## config.mk

```make
export PLATFORM = sky130hd
export DESIGN_NAME = alu_issue_flat
export DESIGN_NICKNAME = d
export VERILOG_FILES = /design/src/rtl/alu_issue_if.sv /design/src/rtl/alu_issue.sv /design/src/flat_wrapper.sv
export SDC_FILE = /design/constraint.sdc
export NUM_CORES = 1
export LEC_CHECK = 0
export BUFFER_PORTS_ARGS = -buffer_cell sky130_fd_sc_hd__buf_2
export CORE_ASPECT_RATIO = 0.8
export CORE_MARGIN = 3
export CORE_UTILIZATION = 47
export DETAILED_ROUTE_END_ITERATION = 16
export PLACE_DENSITY = 0.76
export RECOVER_POWER = 50
export SETUP_SLACK_MARGIN = 0.2
export SLEW_MARGIN = 20
export SYNTH_ARGS = -nofsm -noshare
export SYNTH_HDL_FRONTEND = slang
export SYNTH_SLANG_ARGS = --single-unit
export TNS_END_PERCENT = 20
```

## constraint.sdc

```tcl
create_clock -name clk -period 2 [get_ports clk]
set_input_delay 0.2 -clock clk [delete_from_list [all_inputs] [get_ports clk]]
set_output_delay 0.2 -clock clk [all_outputs]
set_load 0.03 [all_outputs]
```

## src/rtl/alu_issue_if.sv

```systemverilog
// alu_issue_if: decode-to-issue and issue-to-ALU handshake bundle
interface alu_issue_if #(
    parameter int DATA_WIDTH    = 32,
    parameter int OPCODE_LENGTH = 4
);
    logic                     flush;
    logic                     in_valid;
    logic                     in_ready;
    logic [6:0]               opcode;
    logic [2:0]               funct3;
    logic [6:0]               funct7;
    logic [DATA_WIDTH-1:0]    rs1_data;
    logic [DATA_WIDTH-1:0]    rs2_data;
    logic [DATA_WIDTH-1:0]    imm;
    logic                     out_valid;
    logic                     out_ready;
    logic [OPCODE_LENGTH-1:0] Operation;
    logic [DATA_WIDTH-1:0]    SrcA;
    logic [DATA_WIDTH-1:0]    SrcB;
    logic                     illegal;
    logic [15:0]              issue_count;

    modport master (
        output flush, in_valid, opcode, funct3, funct7, rs1_data, rs2_data, imm, out_ready,
        input  in_ready, out_valid, Operation, SrcA, SrcB, illegal, issue_count
    );

    modport slave (
        input  flush, in_valid, opcode, funct3, funct7, rs1_data, rs2_data, imm, out_ready,
        output in_ready, out_valid, Operation, SrcA, SrcB, illegal, issue_count
    );
endinterface

```

## src/rtl/alu_issue.sv

```systemverilog
// alu_issue: decodes RV fields into ALU op/operands, issued through an ID/EX register with a one-entry skid buffer
module alu_issue #(
    parameter int DATA_WIDTH    = 32,
    parameter int OPCODE_LENGTH = 4
) (
    input  logic       clk,
    input  logic       rst_n,
    alu_issue_if.slave bus
);
    typedef struct packed {
        logic [OPCODE_LENGTH-1:0] op;
        logic [DATA_WIDTH-1:0]    a;
        logic [DATA_WIDTH-1:0]    b;
        logic                     ill;
    } entry_t;

    entry_t      r_m, r_s, w_new;
    logic        r_m_valid, r_s_valid;
    logic [15:0] r_count;
    logic        w_alt, w_f7ok, w_r_ok, w_i_ok, w_consume, w_accept;
    logic [3:0]  w_alu_op, w_br_op;

    // funct7=0100000 selects sub/sra and is only meaningful for funct3 000/101
    always_comb begin
        w_alt  = bus.funct7 == 7'b0100000;
        w_f7ok = bus.funct7 == 7'b0000000 || (w_alt && (bus.funct3 == 3'b000 || bus.funct3 == 3'b101));
        w_r_ok = bus.funct3 != 3'b011 && w_f7ok;
        w_i_ok = bus.funct3 != 3'b011 && ((bus.funct3 == 3'b001 || bus.funct3 == 3'b101) ? w_f7ok : 1'b1);
        case (bus.funct3)
            3'b000:  w_alu_op = (w_alt && bus.opcode == 7'b0110011) ? 4'b0001 : 4'b0000;
            3'b001:  w_alu_op = 4'b1000;
            3'b010:  w_alu_op = 4'b0101;
            3'b100:  w_alu_op = 4'b0010;
            3'b101:  w_alu_op = w_alt ? 4'b0110 : 4'b0111;
            3'b110:  w_alu_op = 4'b0011;
            default: w_alu_op = 4'b0100;
        endcase
        case (bus.funct3)
            3'b000:  w_br_op = 4'b1101;
            3'b001:  w_br_op = 4'b1010;
            3'b100:  w_br_op = 4'b1011;
            3'b101:  w_br_op = 4'b1100;
            default: w_br_op = 4'b1111;
        endcase
        w_new = '{op: '0, a: '0, b: '0, ill: 1'b1};
        case (bus.opcode)
            7'b0110011: if (w_r_ok) w_new = '{op: OPCODE_LENGTH'(w_alu_op), a: bus.rs1_data, b: bus.rs2_data, ill: 1'b0};
            7'b0010011: if (w_i_ok) w_new = '{op: OPCODE_LENGTH'(w_alu_op), a: bus.rs1_data, b: bus.imm, ill: 1'b0};
            7'b0000011,
            7'b0100011: w_new = '{op: '0, a: bus.rs1_data, b: bus.imm, ill: 1'b0};
            7'b1100011: if (w_br_op != 4'b1111) w_new = '{op: OPCODE_LENGTH'(w_br_op), a: bus.rs1_data, b: bus.rs2_data, ill: 1'b0};
            7'b0110111: w_new = '{op: '0, a: '0, b: bus.imm, ill: 1'b0};
            default:    w_new = '{op: '0, a: '0, b: '0, ill: 1'b1};
        endcase
    end

    assign w_consume = r_m_valid && bus.out_ready;
    assign w_accept  = bus.in_valid && !r_s_valid;

    // flush is checked before any load so it overrides accept and consume; counting is independent
    always_ff @(posedge clk) begin
        if (!rst_n) begin
            r_m_valid <= 1'b0;
            r_s_valid <= 1'b0;
            r_m       <= '0;
            r_s       <= '0;
            r_count   <= '0;
        end else begin
            if (w_consume) r_count <= r_count + 16'd1;
            if (bus.flush) begin
                r_m_valid <= 1'b0;
                r_s_valid <= 1'b0;
            end else if (r_s_valid) begin
                if (w_consume) begin
                    r_m       <= r_s;
                    r_s_valid <= 1'b0;
                end
            end else if (w_accept && (!r_m_valid || w_consume)) begin
                r_m       <= w_new;
                r_m_valid <= 1'b1;
            end else if (w_accept) begin
                r_s       <= w_new;
                r_s_valid <= 1'b1;
            end else if (w_consume) begin
                r_m_valid <= 1'b0;
            end
        end
    end

    assign bus.in_ready    = !r_s_valid;
    assign bus.out_valid   = r_m_valid;
    assign bus.Operation   = r_m.op;
    assign bus.SrcA        = r_m.a;
    assign bus.SrcB        = r_m.b;
    assign bus.illegal     = r_m.ill;
    assign bus.issue_count = r_count;
endmodule

```

## src/flat_wrapper.sv

```systemverilog
// flat-port wrapper written by rule: the top's interface ports become plain ports
module alu_issue_flat 
#(
    parameter int DATA_WIDTH    = 32,
    parameter int OPCODE_LENGTH = 4
)
  (clk, rst_n, bus_flush, bus_in_valid, bus_opcode, bus_funct3, bus_funct7, bus_rs1_data, bus_rs2_data, bus_imm, bus_out_ready, bus_in_ready, bus_out_valid, bus_Operation, bus_SrcA, bus_SrcB, bus_illegal, bus_issue_count);
  alu_issue_if #(.DATA_WIDTH(DATA_WIDTH), .OPCODE_LENGTH(OPCODE_LENGTH)) bus_i ();
  input  logic clk;
  input  logic rst_n;
  input wire logic [$bits(bus_i.flush)-1:0] bus_flush;
  input wire logic [$bits(bus_i.in_valid)-1:0] bus_in_valid;
  input wire logic [$bits(bus_i.opcode)-1:0] bus_opcode;
  input wire logic [$bits(bus_i.funct3)-1:0] bus_funct3;
  input wire logic [$bits(bus_i.funct7)-1:0] bus_funct7;
  input wire logic [$bits(bus_i.rs1_data)-1:0] bus_rs1_data;
  input wire logic [$bits(bus_i.rs2_data)-1:0] bus_rs2_data;
  input wire logic [$bits(bus_i.imm)-1:0] bus_imm;
  input wire logic [$bits(bus_i.out_ready)-1:0] bus_out_ready;
  output wire logic [$bits(bus_i.in_ready)-1:0] bus_in_ready;
  output wire logic [$bits(bus_i.out_valid)-1:0] bus_out_valid;
  output wire logic [$bits(bus_i.Operation)-1:0] bus_Operation;
  output wire logic [$bits(bus_i.SrcA)-1:0] bus_SrcA;
  output wire logic [$bits(bus_i.SrcB)-1:0] bus_SrcB;
  output wire logic [$bits(bus_i.illegal)-1:0] bus_illegal;
  output wire logic [$bits(bus_i.issue_count)-1:0] bus_issue_count;
  assign bus_i.flush = bus_flush;
  assign bus_i.in_valid = bus_in_valid;
  assign bus_i.opcode = bus_opcode;
  assign bus_i.funct3 = bus_funct3;
  assign bus_i.funct7 = bus_funct7;
  assign bus_i.rs1_data = bus_rs1_data;
  assign bus_i.rs2_data = bus_rs2_data;
  assign bus_i.imm = bus_imm;
  assign bus_i.out_ready = bus_out_ready;
  assign bus_in_ready = bus_i.in_ready;
  assign bus_out_valid = bus_i.out_valid;
  assign bus_Operation = bus_i.Operation;
  assign bus_SrcA = bus_i.SrcA;
  assign bus_SrcB = bus_i.SrcB;
  assign bus_illegal = bus_i.illegal;
  assign bus_issue_count = bus_i.issue_count;
  alu_issue #(.DATA_WIDTH(DATA_WIDTH), .OPCODE_LENGTH(OPCODE_LENGTH)) u_core (.clk(clk), .rst_n(rst_n), .bus(bus_i));
endmodule
```

Word-level counts from Yosys, hierarchy flattened --
Index checks and enable logic that the tools add are counted.
Storage, ports and cells: register bits 156, input bits 118, output and inout port bits 87, logic and storage cells 73
Cells by class: $add $sub $neg 1, eq/ne operators 16, multiplexer cells 19, bitwise logic cells 4, reductions and logical operators 22
Operators by type and width (number):
- two-way mux 69 bit | 6
- case mux 69 bit (5 select lines) | 1
- equality test 7 x 6 -> 1 bit (second input constant) | 4
- case mux 4 bit (6 select lines) | 1
- adder 16 x 1 -> 16 bit (second input constant) | 1
- case mux 3 bit (4 select lines) | 1
- two-way mux 1 bit | 10
- equality test 3 bit (second input constant) | 3
- equality test 7 x 2 -> 1 bit (second input constant) | 1
- equality test 7 x 5 -> 1 bit (second input constant) | 1
- equality test 7 bit (second input constant) | 1
- logical AND 1 bit | 7
- zero test 7 bit | 1
- AND reduction 3 bit | 2
- logical OR 1 bit | 4
- != test 2 bit (second input constant) | 2
- != test 4 bit (second input constant) | 1
- inverter 1 bit | 4
- AND reduction 4 bit | 1
- nonzero test 2 bit | 2
- OR reduction 2 bit | 2
- equality test 3 x 1 -> 1 bit (second input constant) | 1
- equality test 3 x 2 -> 1 bit (second input constant) | 1
- zero test 3 bit | 1
- other kinds (2) | 3

Longest topological paths before layout --
Gate-level depths: netlist of the first run.
depth after elaboration 10, mapped depth 7, depth with buffers taken out 6

Worst setup path after synthesis of the first run --
No wires, ideal clock.
path type flip-flop to flip-flop, start register u_core.r_m_valid (netlist: u_core.bus.out_valid), end register u_core.r_m (netlist bit u_core.bus.SrcB[31]), setup time 0.149 ns, data arrival time 1.894 ns, data required time 1.851 ns, slack -0.043 ns, stages on the path, launching flop included 6, buffers on the path 2, clock period less this slack 2.043 ns, path through dfxtp_1 -> nand2_1 -> a221oi_1 -> clkbuf_1 -> clkbuf_1 -> o221ai_1
Between the ends: word-level cells in the longest chain between the ends 5, elaborated cells between the ends (all ways) 7, those cells by class 1 x eq/ne; 6 x reduce/logical
Ends and longest elaborated chain:
- start, declared | RTL line alu_issue.sv:18 | logic r_m_valid, r_s_valid;
- start signal, assigned | RTL line alu_issue.sv:63 | r_m_valid <= 1'b0;
- start signal, assigned | RTL line alu_issue.sv:71 | r_m_valid <= 1'b0;
- start signal, assigned | RTL line alu_issue.sv:80 | r_m_valid <= 1'b1;
- zero test 1 bit / logical AND 1 bit (equally long branches) | RTL line alu_issue.sv:78, alu_issue.sv:57
- logical OR 1 bit | RTL line alu_issue.sv:78 | end else if (w_accept && (!r_m_valid || w_consume)) begin
- logical AND 1 bit | RTL line alu_issue.sv:78
- nonzero test 2 bit (no line)
- AND reduction 3 bit (no line) *
- end signal, assigned | RTL line alu_issue.sv:75 | r_m <= r_s;
- end signal, assigned | RTL line alu_issue.sv:79 | r_m <= w_new;
- end, declared | RTL line alu_issue.sv:17 | entry_t r_m, r_s, w_new;
Mark *: on every way between the ends. The rest lies on a longest branch, timed or not. A chain may end at the register's enable or synchronous reset.

Final worst setup path of the first run --
start input port bus_funct7[1], end register u_core.r_s[20] (netlist bit)
Between the ends: word-level cells in the longest chain between the ends 7, elaborated cells between the ends (all ways) 10, those cells by class 1 x eq/ne; 4 x mux; 5 x reduce/logical
Ends and longest elaborated chain:
- start, declared | RTL line flat_wrapper.sv:15 | input wire logic [$bits(bus_i.funct7)-1:0] bus_funct7;
- equality test 7 x 6 -> 1 bit | RTL line alu_issue.sv:25 | w_alt = bus.funct7 == 7'b0100000;
- logical AND 1 bit | RTL line alu_issue.sv:26 | w_f7ok = bus.funct7 == 7'b0000000 || (w_alt && (bus.funct3 == 3'b000 || bus.funct3 == 3'b101));
- logical OR 1 bit * | RTL line alu_issue.sv:26
- two-way mux 1 bit | RTL line alu_issue.sv:28 | w_i_ok = bus.funct3 != 3'b011 && ((bus.funct3 == 3'b001 || bus.funct3 == 3'b101) ? w_f7ok : 1'b1);
- logical AND 1 bit | RTL line alu_issue.sv:28
- two-way mux 69 bit | RTL line alu_issue.sv:48 | 7'b0010011: if (w_i_ok) w_new = '{op: OPCODE_LENGTH'(w_alu_op), a: bus.rs1_data, b: bus.imm, ill: 1'b0};
- case mux 69 bit (5 select lines) * | RTL line alu_issue.sv:46 | case (bus.opcode)
- end signal, assigned | RTL line alu_issue.sv:82 | r_s <= w_new;
- end, declared | RTL line alu_issue.sv:17
Marks and branches as above.

==> metrics.yaml, run 1 <==
synth_compound_area_frac: 0.302
syn_avg_cell_area_sq_um: 8.79
synth_adder_area_share: 0.00174
cts_hold_buf: 0
grtUsageMet1: 0.298
pin_count: 205
hold_viol: 0
p_leak_nw: 3.05
final_cells: 1193
synthMuxAreaShare: 0
powerDensity_nw_per_um2: 800
grt_max_degree: 127
hpwl_microns: 11700
end_kind: "flip-flop"
clock_path_buffers: 2
vias_per_cell: 5.74
port_buffers: 204
vias: 6848
overflow: 0
htree_num_levels: 4
stdcell_area_sq_um: 9010
routed_wl_microns: 19400
fin_skew_ps: 12.3
use_met2: 0.333
setup_viol: 0
fin_nets: 1114
path_cells: "buf_2 -> or4_4 -> nor3_4 -> nand3_1 -> o31ai_4 -> buf_12 -> a22oi_1 -> a21oi_1"
drc: 0
cp_num_buf_inv: 2
root_buffer: "clkbuf_16"
dp_cells: 1153
synth_top_area_frac: 0.435
grt_util_met3: 0.0458
dr.pass1.iters: 5
multi_input_area_sq_um: 3690
synthXorXnorAreaFrac: 0.0146
cp.required_ps: 2340
clk_latency_ps: 420
clk_pin_slew_ps: 70
synth_edf_count: 0
cts_sinks: 156
cts_tree: "done"
grt_pass1_vias: 5945
synth_most_common_cell: "dfxtp_1"
critPathArrivalTime_ps: 2090
start_kind: "primary input"
cpPeakStageDelay_ps: 540
slowest_stage: "or4_4"
synth_seq_cells: 156
synth-seq-area-share: 0.435
drv_cap: 0
syn_nets: 936
yosys.area_share.simple: 0.195
ant_nets: 0
grt_pass1_wl_microns: 29300
synth_ff_type: "dfxtp_1"
die_h_microns: 117
start_util: 0.492
synth_cell_types: 55
synth_top_family_by_area: "compound AO/OA/AOI/OAI gates"
seqCellArea_sq_um: 3130
report.final.slew_viol_count: 0
fin_crit_sh: 0.875
cpLargestDelayFamily: "simple AND/OR/NAND/NOR gates"
fin_setup_tns_ps: 0
async_reset_ff_frac: 0
status: "finished, final reports clean"
holdWs_ps: 37.4
coreArea_sq_um: 14600
die_area_sq_um: 16800
crit_fanout: 31
holdCritPathClass: "in2reg"
synth_area_sq_um: 7180
fin_crit_ps: 1750
cts_buffers: 17
synth_cells: 817
ys_top_cells_by_count: "156 x dfxtp_1, 121 x nand2_1, 75 x o21ai_0"
wl_per_cell_microns: 16.2
grtUsageTotal: 0.214
antenna_found_initial: 0
slew_headroom: 0.522
placed_area_sq_um: 8440
place_congestion: 0.819
fp.dieW_microns: 144
criticalPathCategory: "in2reg"
synth_area_leaders: "dfxtp_1 43%, nand2_1 6.3%, o221ai_2 5.6%, a22oi_2 5.2%, o21ai_0 5.2%"
drt_iter0_markers: 590
clock.fmax_mhz: 572
top_usage_layer: "met2"
vdd_drop_max_mv: 0.502
worstMarginPinSlew_ps: 717
fill_cells: 1285
rsz0062_at_grt: "yes"
synth_area_leader_cell: "dfxtp_1"
area_growth_pct: 25.5
placementRows: 39
drive_gt1_frac: 0.246
ys_warn_count: 0
==> tightest hold or removal path, stage by stage <==
cell and delay [ps]:
buf_2 110, nand3_1 60, a21boi_1 50
==> power by group <==
group          internal (mW)  switching [mW]
registers               3.17          0.0336
clock network           2.04            1.31
logic                  0.228           0.426
==> state kept, by name, indices dropped and copies added, names as in the netlist <==
signal	count
u_core.bus.Operation	4
u_core.bus.SrcA	32
u_core.bus.SrcB	32
u_core.bus.illegal	1
u_core.bus.issue_count	16
u_core.bus.out_valid	1
u_core.r_s	69
u_core.r_s_valid	1
==> worst paths after layout <==
check / slack, ps / from / endpoint / depth (start not counted)
min reg2reg: 450 / u_core.r_s[48] / u_core.r_s[48] / 2
min: 40 / bus_rs1_data[15] / u_core.r_s[48] / 3
max reg2reg: 300 / u_core.bus.out_valid / u_core.bus.issue_count[14] / 6
max: 250 / bus_funct7[1] / u_core.r_s[20] / 8
==> cells by family after synthesis <==
group           count (synthesis)
simple gates                  285
xor+xnor                       12
compound gates                277
flops                         156
fa+ha+maj                       1
buf+inv                        86
==> timing repair <==
item,4_1_cts,5_1_grt
gates cloned,0,3
pin swaps,0,1
gates resized for setup,1,6
endpoints found under the setup margin,1,70
buffers inserted,0,4
==> final cells by class <==
| class | instances | share of cell area |
|---|---|---|
| antenna | 1 | 0.000278 |
| clock buffer | 20 | 0.0507 |
| clock inverter | 12 | 0.0179 |
| inverter | 6 | 0.00250 |
| multi-input combinational | 575 | 0.409 |
| sequential | 156 | 0.347 |
| tap | 184 | 0.0256 |
| timing repair buffer | 239 | 0.147 |
==> cells in the final DEF (no fill, tap or decap), drive strengths merged, types with 5 or more instances in the layout <==
cell	n
nand3	67
inv	9
o21ai	76
dfxtp	156
a22oi	32
o221ai	34
clkbuf	110
a21oi	38
nand2b	6
buf	149
xnor2	11
a31oi	33
a21boi	41
and2	12
nor2	12
nand2	121
a211oi	5
nand4	41
==> layer usage <==
metal,up-vias,share of wire
li1,3391,-
met1,3240,0.46
met2,199,0.47
met3,18,0.058
met4,0,0.012
met5,-,0
==> metrics by stage <==
| step | util | worst slack (ps) | power (mW) |
|---|---|---|---|
| 6_report | 0.618 | 251 | 7.21 |
| 5_1_grt | 0.617 | 122 | 7.47 |
| 4_1_cts | 0.621 | 215 | 7.25 |
| 3_5_place_dp | 0.578 | -138 | 3.90 |
| 3_3_place_gp | 0.578 | -88.2 | 3.89 |
| 2_1_floorplan | - | 171 | 3.61 |
No activity file was read; power rests on OpenSTA's default activity.
==> run 2, diff against run 1 <==
Settings changed: CORE_UTILIZATION 47 to 41, CTS_CLUSTER_SIZE set to 25, PLACE_DENSITY 0.76 to 0.68.
==> metrics.yaml, run 2 (synthesis results as in run 1) <==
setup_viol: 0  # unchanged
ff2ff_setup_slack_ps: 270  # was 300 ps
hpwl_microns: 12500  # was 11700 microns
p_leak_nw: 3.07  # was 3.05 nW
place_ws_ps: -139  # was -138 ps
slowest_stage: "or4_4"  # unchanged
final_common_cell: "dfxtp_1"  # unchanged
drt_iter0_markers: 481  # was 590
cp_num_buf_inv: 3  # was 2
holdPathEnd: "u_core.r_s[51]"  # was u_core.r_s[48]
report.final.slew_viol_count: 0  # unchanged
placementRows: 42  # was 39
place_congestion: 0.865  # was 0.819
criticalPathCategory: "in2reg"  # unchanged
crit_fanout: 15  # was 31
start_kind: "primary input"  # unchanged
overflow: 0  # unchanged
root_buffer: "clkbuf_16"  # unchanged
die_h_microns: 124  # was 117 microns
final_cell_mix: "155 x dfxtp_1, 121 x nand2_1, 118 x buf_2"  # was 154 x dfxtp_1, 121 x nand2_1, 116 x buf_2
largest_reg_flops: 69  # unchanged
die_area_sq_um: 19100  # was 16800 sq um
port_buffers: 204  # unchanged
fin_nets: 1115  # was 1114
clock_path_buffers: 2  # unchanged
worstHoldStart: "bus_rs1_data[18]"  # was bus_rs1_data[15]
holdWs_ps: 46.5  # was 37.4 ps
hold_viol: 0  # unchanged
placed_area_sq_um: 8510  # was 8440 sq um
area_growth_pct: 27.3  # was 25.5%
worstMarginPinSlew_ps: 737  # was 717 ps
drc: 0  # unchanged
holdPathStages: 3  # unchanged
cts_tree: "done"  # unchanged
path_cells: "buf_2 -> or4_4 -> nor3_4 -> nand3_2 -> o31ai_4 -> buf_12 -> clkbuf_16 -> a22oi_2 -> o221ai_2"  # was buf_2 -> or4_4 -> nor3_4 -> nand3_1 -> o31ai_4 -> buf_12 -> a22oi_1 -> a21oi_1
coreArea_sq_um: 16900  # was 14600 sq um
powerDensity_nw_per_um2: 791  # was 800 nW/um^2
fin_crit_ps: 1780  # was 1750 ps
slew_headroom: 0.509  # was 0.522
finalWorstSetupSlack_ps: 221  # was 251 ps
clock.fmax_mhz: 562  # was 572 MHz
rsz0062_at_grt: "yes"  # unchanged
vias: 6797  # was 6848
ant_nets: 0  # unchanged
grt_max_degree: 190  # was 127
grt_pass1_vias: 6351  # was 5945
cts_hold_buf: 0  # unchanged
fin_crit_sh: 0.889  # was 0.875
vdd_drop_max_mv: 0.481  # was 0.502 mV
antenna_found_initial: 1  # was 0
dr.pass1.iters: 5  # unchanged
cts_buffers: 17  # unchanged
drive_gt1_frac: 0.254  # was 0.246
critPathArrivalTime_ps: 2120  # was 2090 ps
fp.dieW_microns: 154  # was 144 microns
start_util: 0.426  # was 0.492
clk_latency_ps: 420  # about the same
htree_num_levels: 4  # unchanged
cts_sinks: 156  # unchanged
status: "finished, final reports clean"  # unchanged
cpPeakStageDelay_ps: 550  # was 540 ps
regMostFlops: "u_core.r_s"  # unchanged
cpLargestDelayFamily: "simple AND/OR/NAND/NOR gates"  # unchanged
final_cells: 1230  # was 1193
grt_pass1_wl_microns: 32300  # was 29300 microns
dp_cells: 1192  # was 1153
fin_setup_tns_ps: 0  # unchanged
p_total_mw: 7.23  # was 7.21 mW
worst-r2r-cell-count: 6  # unchanged
r2r_end: "u_core.bus.SrcB[26]"  # was u_core.bus.issue_count[14]
cp.required_ps: 2340  # about the same
end_kind: "flip-flop"  # unchanged
stdcell_area_sq_um: 9140  # was 9010 sq um
grtUsageTotal: 0.201  # was 0.214
r2r_start: "u_core.bus.out_valid"  # unchanged
vias_per_cell: 5.53  # was 5.74
clk_pin_slew_ps: 60  # was 70 ps
drv_cap: 0  # unchanged
holdCritPathClass: "in2reg"  # unchanged
fin_skew_ps: 8.98  # was 12.3 ps
pin_count: 205  # unchanged
wl_per_cell_microns: 16.6  # was 16.2 microns
routed_wl_microns: 20400  # was 19400 microns
post-route-util: 0.542  # was 0.618
[run 2: final cells by class]
cell class / instances / area (sq um)
antenna: 1 / 2.50
clock buffer: 20 / 457
clock inverter: 12 / 160
fill: 1591 / 7730
inverter: 6 / 22.5
multi-input combinational: 575 / 3740
sequential: 156 / 3120
tap: 220 / 275
timing repair buffer: 240 / 1360
[run 2: worst register-to-register path, stage by stage, from the launching register on]
cell and delay [ps]:
dfxtp_1 490, nand2_1 140, a221oi_4 280, buf_12 160, nand3_2 70, buf_6 270
o221ai_1 250
[run 2: worst max path at each step]
stage,start,endpoint,slack (ps),cells after the start
3_3_place_gp,bus_funct7[1],u_core.bus.SrcB[31],-100,8
3_5_place_dp,bus_funct7[1],u_core.bus.SrcB[31],-140,8
6_report,bus_funct7[1],u_core.bus.SrcB[28],220,9
2_1_floorplan,bus_funct7[1],u_core.bus.Operation[3],170,6
5_1_grt,u_core.bus.out_valid,u_core.r_s[14],80,5
4_1_cts,u_core.r_s_valid,u_core.bus.SrcB[0],260,6
[run 2: layer usage]
layer | GRT usage | wire, microns | vias to the layer above
li1 | - | - | 3399
met5 | 0 | 0 | -
met4 | 0.0561 | 297 | 0
met1 | 0.285 | 9860 | 3171
met3 | 0.0500 | 1150 | 21
met2 | 0.304 | 9100 | 206
[run 2: report_power, final]
part | switching, mW | total, mW | internal (mW)
clock | 1.34 | 3.39 | 2.04
sequential | 0.0344 | 3.20 | 3.17
combinational | 0.429 | 0.647 | 0.218
total | 1.81 | 7.23 | 5.43
[run 2: timing repair]
item,CTS,global route
resized for setup,0,4
setup endpoints to repair,0,45
setup buffers,0,2
==> run 3, diff against run 2 <==
Settings changed: CTS_BUF_LIST set to sky130_fd_sc_hd__clkbuf_16.
==> metrics.yaml, run 3 (synthesis results as in run 1) <==
critPathArrivalTime_ps: 2120  # about the same
largest_reg_flops: 69  # unchanged
dp_cells: 1192  # unchanged
grtUsageTotal: 0.202  # was 0.201
pwr-share-clk: 0.461  # was 0.468
routed_wl_microns: 20400  # about the same
area_growth_pct: 27.0  # was 27.3%
worstMarginPinSlew_ps: 741  # was 737 ps
drt_iter0_markers: 491  # was 481
drc: 0  # unchanged
ant_nets: 0  # unchanged
grt_util_met3: 0.0500  # unchanged
fin_skew_ps: 11.2  # was 8.98 ps
antenna_found_initial: 1  # unchanged
final_common_cell: "dfxtp_1"  # unchanged
placementRows: 42  # unchanged
status: "finished, final reports clean"  # unchanged
clock_path_buffers: 2  # unchanged
vias_per_cell: 5.52  # was 5.53
p_comb_frac: 0.091  # was 0.089
power_switching_share: 0.252  # was 0.250
vdd_drop_max_mv: 0.475  # was 0.481 mV
p_sw_mw: 1.80  # was 1.81 mW
holdPathStages: 3  # unchanged
p_leak_nw: 3.06  # was 3.07 nW
grt_pass1_vias: 6355  # was 6351
grt_max_degree: 190  # unchanged
wl_per_cell_microns: 16.6  # about the same
top_usage_layer: "met2"  # unchanged
drive_gt1_frac: 0.252  # was 0.254
port_buffers: 204  # unchanged
report.final.slew_viol_count: 0  # unchanged
coreArea_sq_um: 16900  # unchanged
pwr-share-seq: 0.448  # was 0.442
setup_viol: 0  # unchanged
cp.required_ps: 2340  # about the same
fill_cells: 1593  # was 1591
final_cell_mix: "155 x dfxtp_1, 121 x nand2_1, 118 x buf_2"  # unchanged
cts_hold_buf: 0  # unchanged
start_util: 0.426  # unchanged
cts_tree: "done"  # unchanged
internal_power_mw: 5.35  # was 5.43 mW
hpwl_microns: 12500  # unchanged
hold_viol: 0  # unchanged
place_congestion: 0.865  # unchanged
end_kind: "flip-flop"  # unchanged
fin_crit_ps: 1780  # about the same
holdCritPathClass: "in2reg"  # unchanged
htree_num_levels: 4  # unchanged
cts_buffers: 17  # unchanged
worstHoldStart: "bus_rs1_data[14]"  # was bus_rs1_data[18]
final_cells: 1230  # unchanged
grt_pass1_wl_microns: 32400  # was 32300 microns
r2r_end: "u_core.r_s[7]"  # was u_core.bus.SrcB[26]
slew_headroom: 0.506  # was 0.509
crit_fanout: 15  # unchanged
grtUsageMet1: 0.285  # unchanged
start_kind: "primary input"  # unchanged
clk_pin_slew_ps: 70  # was 60 ps
drv_cap: 0  # unchanged
regMostFlops: "u_core.r_s"  # unchanged
clk_latency_ps: 420  # about the same
rsz0062_at_grt: "yes"  # unchanged
holdPathEnd: "u_core.r_s[47]"  # was u_core.r_s[51]
overflow: 0  # unchanged
fin_nets: 1115  # unchanged
criticalPathCategory: "in2reg"  # unchanged
vias: 6788  # was 6797
die_h_microns: 124  # unchanged
powerDensity_nw_per_um2: 783  # was 791 nW/um^2
pin_count: 205  # unchanged
r2r_start: "u_core.bus.out_valid"  # unchanged
place_ws_ps: -139  # unchanged
dr.pass1.iters: 4  # was 5
cts_sinks: 156  # unchanged
fp.dieW_microns: 154  # unchanged
clock.fmax_mhz: 560  # was 562 MHz
fin_crit_sh: 0.892  # was 0.889
die_area_sq_um: 19100  # unchanged
use_met2: 0.305  # was 0.304
finalWorstSetupSlack_ps: 215  # was 221 ps
ff2ff_setup_slack_ps: 270  # about the same
worst-r2r-cell-count: 5  # was 6
root_buffer: "clkbuf_16"  # unchanged
[run 3: what timing repair did]
action                     4_1_cts  5_1_grt
resized for setup                0        4
buffers inserted                 0        2
setup endpoints to repair        0       45
[run 3: metrics by stage]
stage	cell area, sq um	util	hold slack, ps	setup TNS [ps]	total power [mW]
2_1_floorplan	7190	-	351	0	3.61
3_5_place_dp	8510	0.504	443	-7490	3.91
4_1_cts	9100	0.540	27.7	0	7.20
3_3_place_gp	8510	0.504	438	-4690	3.91
5_1_grt	9120	0.541	35.7	0	7.40
6_report	9120	0.541	47.5	0	7.15
[run 3: how the worst max path moves through the flow]
stage / start / to / depth (start not counted)
2_1_floorplan: bus_funct7[1] / u_core.bus.Operation[3] / 6
3_3_place_gp: bus_funct7[1] / u_core.bus.SrcB[31] / 8
3_5_place_dp: bus_funct7[1] / u_core.bus.SrcB[31] / 8
4_1_cts: u_core.r_s_valid / u_core.bus.SrcB[0] / 6
5_1_grt: u_core.bus.out_valid / u_core.r_s[14] / 5
6_report: bus_funct7[1] / u_core.bus.SrcB[28] / 9
[run 3: final cells by class]
cell class	instances	area, sq um	area share
Inverter	6	22.5	0.00247
Tap cell	220	275	0.0302
Multi-Input combinational cell	575	3740	0.410
Antenna cell	1	2.50	0.000274
Sequential cell	156	3120	0.343
Timing Repair Buffer	240	1360	0.149
Clock buffer	17	425	0.0466
Clock inverter	15	171	0.0188
[run 3: layer usage]
| layer | share of wire | up-vias |
|---|---|---|
| li1 | - | 3397 |
| met1 | 0.49 | 3181 |
| met4 | 0.014 | 0 |
| met2 | 0.45 | 185 |
| met3 | 0.051 | 25 |
| met5 | 0 | - |
[run 3: power by group through the flow]
stage / Clock (mW) / Sequential, mW / Combinational [mW]
after floorplan: 0 / 3.36 / 0.253
after global placement: 0 / 3.27 / 0.643
after detailed placement: 0 / 3.27 / 0.643
after CTS: 3.36 / 3.20 / 0.644
after global routing: 3.49 / 3.21 / 0.704
final: 3.30 / 3.20 / 0.649
[run 3: worst max-delay path, cell delays in order]
cell and delay [ps]:
buf_2 100, or4_4 550, nor3_4 190, nand3_2 140
o31ai_4 290, buf_12 160, clkbuf_16 200, a22oi_2 110
o221ai_2 170
